===== src/rtl/mod14_seq_checker_pkg.sv =====
// rtl/mod14_seq_checker_pkg.sv - shared types and prediction function for the mod-14 counter checker
package mod14_seq_checker_pkg;

    localparam int MOD_DEFAULT = 14;

    typedef enum logic {
        UNSYNC = 1'b0,
        TRACK  = 1'b1
    } chk_state_t;

    // Exact model of the counter, including loaded values at or above the modulus.
    function automatic logic [3:0] nxt(
        input logic [3:0] v,
        input logic       clr,
        input logic       load,
        input logic       mode,
        input logic [3:0] din,
        input logic [3:0] last
    );
        if (clr)
            return 4'd0;
        else if (load)
            return din;
        else if (mode)
            return (v == last) ? 4'd0 : v + 4'd1;
        else
            return (v == 4'd0) ? last : v - 4'd1;
    endfunction

endpackage


===== src/rtl/mod14_seq_checker_next_pred.sv =====
// rtl/mod14_seq_checker_next_pred.sv - combinational next-value prediction
module mod14_next_pred
    import mod14_seq_checker_pkg::*;
#(
    parameter int MOD = MOD_DEFAULT
) (
    input  logic [3:0] v,
    input  logic       clr,
    input  logic       load,
    input  logic       mode,
    input  logic [3:0] din,
    output logic [3:0] nxt_v
);

    localparam logic [3:0] LAST = 4'(MOD - 1);

    assign nxt_v = nxt(v, clr, load, mode, din, LAST);

endmodule


===== config.mk =====
export PLATFORM = sky130hd
export DESIGN_NAME = mod14_next_pred
export DESIGN_NICKNAME = d
export VERILOG_FILES = /design/src/rtl/mod14_seq_checker_pkg.sv /design/src/rtl/mod14_seq_checker_next_pred.sv
export SDC_FILE = /design/constraint.sdc
export NUM_CORES = 1
export LEC_CHECK = 0
export CAP_MARGIN = 15
export CORE_AREA = 3 3 40 42
export DETAILED_ROUTE_END_ITERATION = 7
export DIE_AREA = 0 0 43 45
export GPL_TIMING_DRIVEN = 0
export PLACE_DENSITY = 0.5
export SYNTH_ARGS = -nofsm -noshare
export SYNTH_HDL_FRONTEND = slang
export SYNTH_SLANG_ARGS = --single-unit

===== constraint.sdc =====
create_clock -name vclk -period 0.9
set_input_delay 0.135 -clock vclk [all_inputs]
set_output_delay 0.135 -clock vclk [all_outputs]
set_load 0.01 [all_outputs]

==> results of run 1 <==
==> path summary, 6_finish.rpt <==
check,slack (ps),startpoint,to,cells past startpoint
max,-370,mode,nxt_v[2],6
min,690,load,nxt_v[2],3
==> power groups by stage <==
stage / combinational (W) / sequential (W) / clock [W]
global route: 0.000210 / 0 / 0
global placement: 0.000183 / 0 / 0
floorplan: 0.0000846 / 0 / 0
detailed placement: 0.000187 / 0 / 0
finish: 0.000196 / 0 / 0
CTS: 0.000196 / 0 / 0
==> cell type report <==
| class | instances | share of cell area |
|---|---|---|
| well taps | 15 | 0.04373 |
| plain buffers | 1 | 0.01749 |
| repair buffers | 17 | 0.3324 |
| multi-input cells | 22 | 0.5889 |
| inverters | 2 | 0.01749 |
==> stage by stage <==
step,total power [W],instances,TNS (ps)
6_report,0.0001956,57,-997.0
2_1_floorplan,0.00008458,25,-135.5
3_5_place_dp,0.0001871,54,-4578
5_1_grt,0.0002098,57,-1186
4_1_cts,0.0001963,57,-953.0
3_3_place_gp,0.0001832,54,-4479
==> per-layer routing <==
metal / vias up / track usage / share of wire
met5: - / 0 / 0
met3: 0 / 0.01195 / 0.079
met1: 130 / 0.08810 / 0.42
li1: 136 / - / -
met2: 13 / 0.1557 / 0.50
met4: 0 / 0 / 0
==> what timing repair did <==
| item | CTS | global route |
|---|---|---|
| pin swaps | 6 | 1 |
| gates resized for setup | 54 | 0 |
| buffers inserted | 3 | 0 |
| setup endpoints to repair | 4 | 4 |
==> critical path, stage by stage <==
cell      delay, ps
buf_12          110
nor4_4          290
buf_4           170
a311oi_2         40
a221oi_2        220
buf_2           170
==> kinds of logic (layout without fill, tap and decap cells) <==
family / after synthesis / in the layout
buffers and inverters: 3 / 20
AOI/OAI and AO/OA: 10 / 10
and+or+nand+nor: 12 / 12
==> placed cells by master (no fill, tap or decap) <==
master / synthesis / final
a2111oi_4: 0 / 1
dlygate4sd2_1: 0 / 2
a21oi_1: 1 / 1
nand3b_1: 1 / 1
a221oi_4: 0 / 1
buf_4: 0 / 4
a221oi_2: 2 / 1
o211ai_1: 1 / 1
clkdlybuf4s50_1: 0 / 3
nor2_1: 3 / 2
buf_12: 0 / 1
inv_1: 2 / 2
and3_4: 0 / 1
buf_2: 0 / 6
and2_4: 0 / 1
o311ai_1: 0 / 1
o21a_1: 1 / 1
buf_8: 0 / 1
nand2_1: 1 / 1
nor2_4: 0 / 1
or2_4: 0 / 1
nor2b_1: 2 / 2
o41ai_4: 0 / 1
nor4b_2: 1 / 1
clkbuf_4: 0 / 1
nor4_4: 1 / 1
o21ai_0: 1 / 1
a311oi_2: 0 / 1
==> flow_summary.yaml, run 1 <==
run_status:
  outcome: "complete, but fails checks"
  violations: "negative setup slack"
die:
  design.core.area_sq_um: 1285
  die_h_microns: 45
  start_util: 0.1597
  die_area_sq_um: 1935
  die_w_microns: 43
  rows: 13
  ios: 15
cts:
  hold_buffers: 0
yosys:
  synthMuxAreaShare: 0
  syn_area_sq_um: 205.2
  synth_fa_ha_area_frac: 0
  synth_simple_gate_area_frac: 0.4390
  synth_area_leaders: "a221oi_2, nor4_4, o41ai_2, a2111oi_2, nor4b_2"
  synth_cell_types: 20
  synthCells: 25
  yosysTopAreaCell: "a221oi_2"
  synthTopCellsByCount: "nor2_1, a221oi_2, inv_1, nor2b_1"
  synth_xor_area_frac: 0
  synth_nets: 36
  synth_compound_area_frac: 0.5061
  syn_area_per_cell_sq_um: 8.208
  yosysWarningCount: 0
  ys_seq_area_frac: 0
  yosys.area.top_type_share: 0.1463
  synth_top_family_by_area: "compound AO/OA/AOI/OAI gates"
  yosysMostFrequentCell: "nor2_1"
power:
  p_comb_frac: 1.000
  p_seq_frac: 0
  vdd_ir_drop_max_v: 0.0001475
  leakage_nw: 0.1681
  p_per_area_nw_per_um2: 455.7
  clkPwrFrac: 0
  p_int_w: 0.0001037
  p_sw_w: 0.00009189
  p_sw_frac: 0.4698
final_layout:
  final_util: 0.3340
  area_growth_pct: 109.1
  drive_above_1_share: 0.5714
  insertedDiodeCount: 0
  nets: 55
  stdcell_area_sq_um: 429.2
  multi_input_area_sq_um: 252.7
  fillCellCount: 134
  nClkBuffers: 0
  seq_cell_count: 0
  regArea_sq_um: 0
sta:
  fmax_mhz: 789.4
  setup_violations: 3
  grt_setup_unrepaired: "true"
  hold_ws_ps: 692.1
  period_needed_ps: 1267
  slew_viol_final: 0
  post-route-period-util: 1.408
  worstMarginPinSlew_ps: 303.4
  fin_ws_ps: -366.8
  hold_viol_final: 0
  maxSlewHeadroom: 0.7945
critical_path:
  worst-path-max-fanout: 6
  critPathKind: "input pin to output port"
  cp.required_ps: 760
  cp-end-kind: "output port"
  arrival_ps: 1130
  cp-start-kind: "input pin"
global_routing:
  grt_usage: 0.07629
  antenna_found_initial: 0
  grt_pass1_wl_microns: 1214
  grt_overflow: 0
  grt_pass1_vias: 305
  grt_max_degree: 10
route:
  postRouteAntennaNets: 0
  routed_wl_microns: 722
  vias: 279
  initialDrtViolationCount: 0
  vias_per_cell: 4.895
  dr.pass1.iters: 1
  wl_per_cell_microns: 12.67
  drcViolationCount: 0
placement:
  pre_cts_ws_ps: -1263
  port_buffers: 14
  dpl-instance-area_sq_um: 395.4
  gp_congestion: 0.6781
  dp_hpwl_microns: 523.8
min_path:
  hold_class: "input pin to output port"
flow_run:
  cap_violations: 0
(Power assumes the default switching activity.)
==> run 2: changes to the inputs <==
GPL_TIMING_DRIVEN = 1   (was 0)
==> flow_summary.yaml, run 2 (synthesis gave the netlist of run 1 again) <==
sta:
  grt_setup_unrepaired: "true"
  post-route-period-util: 1.405
  fin_ws_ps: -364.1
  period_needed_ps: 1264
  slew_viol_final: 0
  fmax_mhz: 791.1
  setup_violations: 4
  maxSlewHeadroom: 0.8042
  worstMarginPinSlew_ps: 293.8
  setup_tns_ps: -1047
  hold_viol_final: 0
placement:
  pre_cts_ws_ps: -1229
  gp_congestion: 0.6969
  port_buffers: 15
  dp_hpwl_microns: 560
critical_path:
  arrival_ps: 1130
  critPathKind: "input pin to output port"
  cp-start-kind: "input pin"
  worst-path-max-fanout: 4
  cp.required_ps: 760
  cp-end-kind: "output port"
flow_run:
  cap_violations: 0
global_routing:
  antenna_found_initial: 0
  grt_max_degree: 7
  grt_pass1_wl_microns: 1283
  grt_pass1_vias: 313
  grt_overflow: 0
  grt_usage: 0.08209
route:
  initialDrtViolationCount: 4
  dr.pass1.iters: 3
  postRouteAntennaNets: 0
  vias: 303
  vias_per_cell: 4.662
  wl_per_cell_microns: 11.77
  routed_wl_microns: 765
  drcViolationCount: 0
die:
  ios: 15
  die_area_sq_um: 1935
  die_w_microns: 43
  rows: 13
  design.core.area_sq_um: 1285
  start_util: 0.1597
  die_h_microns: 45
final_layout:
  multi_input_area_sq_um: 262.8
  layout_commonest_cell: "buf_4"
  nets: 63
  final_util: 0.4080
  fillCellCount: 136
  nClkBuffers: 0
  insertedDiodeCount: 0
  layout_common_cells: "buf_4, buf_6, buf_2"
  seq_cell_count: 0
  regArea_sq_um: 0
  drive_above_1_share: 0.6800
  area_growth_pct: 155.5
power:
  leakage_nw: 0.2167
  p_per_area_nw_per_um2: 454.1
  vdd_ir_drop_max_v: 0.0001701
  p_sw_w: 0.0001006
  p_int_w: 0.0001375
  p_sw_frac: 0.4225
  p_comb_frac: 1.000
  clkPwrFrac: 0
  finalPower_w: 0.0002381
  p_seq_frac: 0
run_status:
  outcome: "complete, but fails checks"
  violations: "negative setup slack"
min_path:
  min_to: "nxt_v[1]"
  worstHoldStart: "load"
  hold_class: "input pin to output port"
  holdPathStages: 4
cts:
  hold_buffers: 0
## run 2: per-stage QoR
step	instance area, sq um	instances	hold WS [ps]
6_report	524.3	65	646.7
3_3_place_gp	437.9	59	1260
5_1_grt	524.3	65	665.3
2_1_floorplan	236.5	25	296.9
3_5_place_dp	437.9	59	1267
4_1_cts	469.2	63	654.8
## run 2: area by class of cell
class / instances / area share
multi-input cells: 22 / 0.5012
repair buffers: 26 / 0.4487
well taps: 15 / 0.03580
inverters: 2 / 0.01432
## run 2: critical path, cell delays in order
cell and delay (ps):
buf_12 110, nor4_4 290, buf_4 160, a311oi_2 40, a221oi_2 230, buf_2 170
## run 2: how the worst max path moves through the flow
stage	cells after the start	slack (ps)	to	startpoint
after detailed placement	5	-1230	nxt_v[3]	v[1]
after global routing	6	-450	nxt_v[2]	mode
after floorplan	3	-80	nxt_v[3]	v[2]
after global placement	5	-1200	nxt_v[1]	mode
after CTS	7	-440	nxt_v[3]	v[0]
final	6	-360	nxt_v[2]	mode
## run 2: repair_timing
| item | 4_1_cts | 5_1_grt |
|---|---|---|
| pin swaps | 5 | 8 |
| resized for setup | 55 | 13 |
| setup buffers | 4 | 2 |
| hold endpoints to repair | 0 | 0 |
| gates cloned | 0 | 0 |
| setup endpoints to repair | 4 | 4 |
## run 2: power groups by stage
stage / registers, W / clock network [W] / logic [W]
finish: 0 / 0 / 0.000238
global route: 0 / 0 / 0.000256
CTS: 0 / 0 / 0.000214
detailed placement: 0 / 0 / 0.000207
global placement: 0 / 0 / 0.000202
floorplan: 0 / 0 / 0.0000846
## run 2: metal layers
layer  track usage  up-vias  share of wire
met4             0        0              0
met2        0.1677       13           0.52
met3       0.01594        0          0.094
met5             0        -              0
met1       0.09286      139           0.39
li1              -      151              -
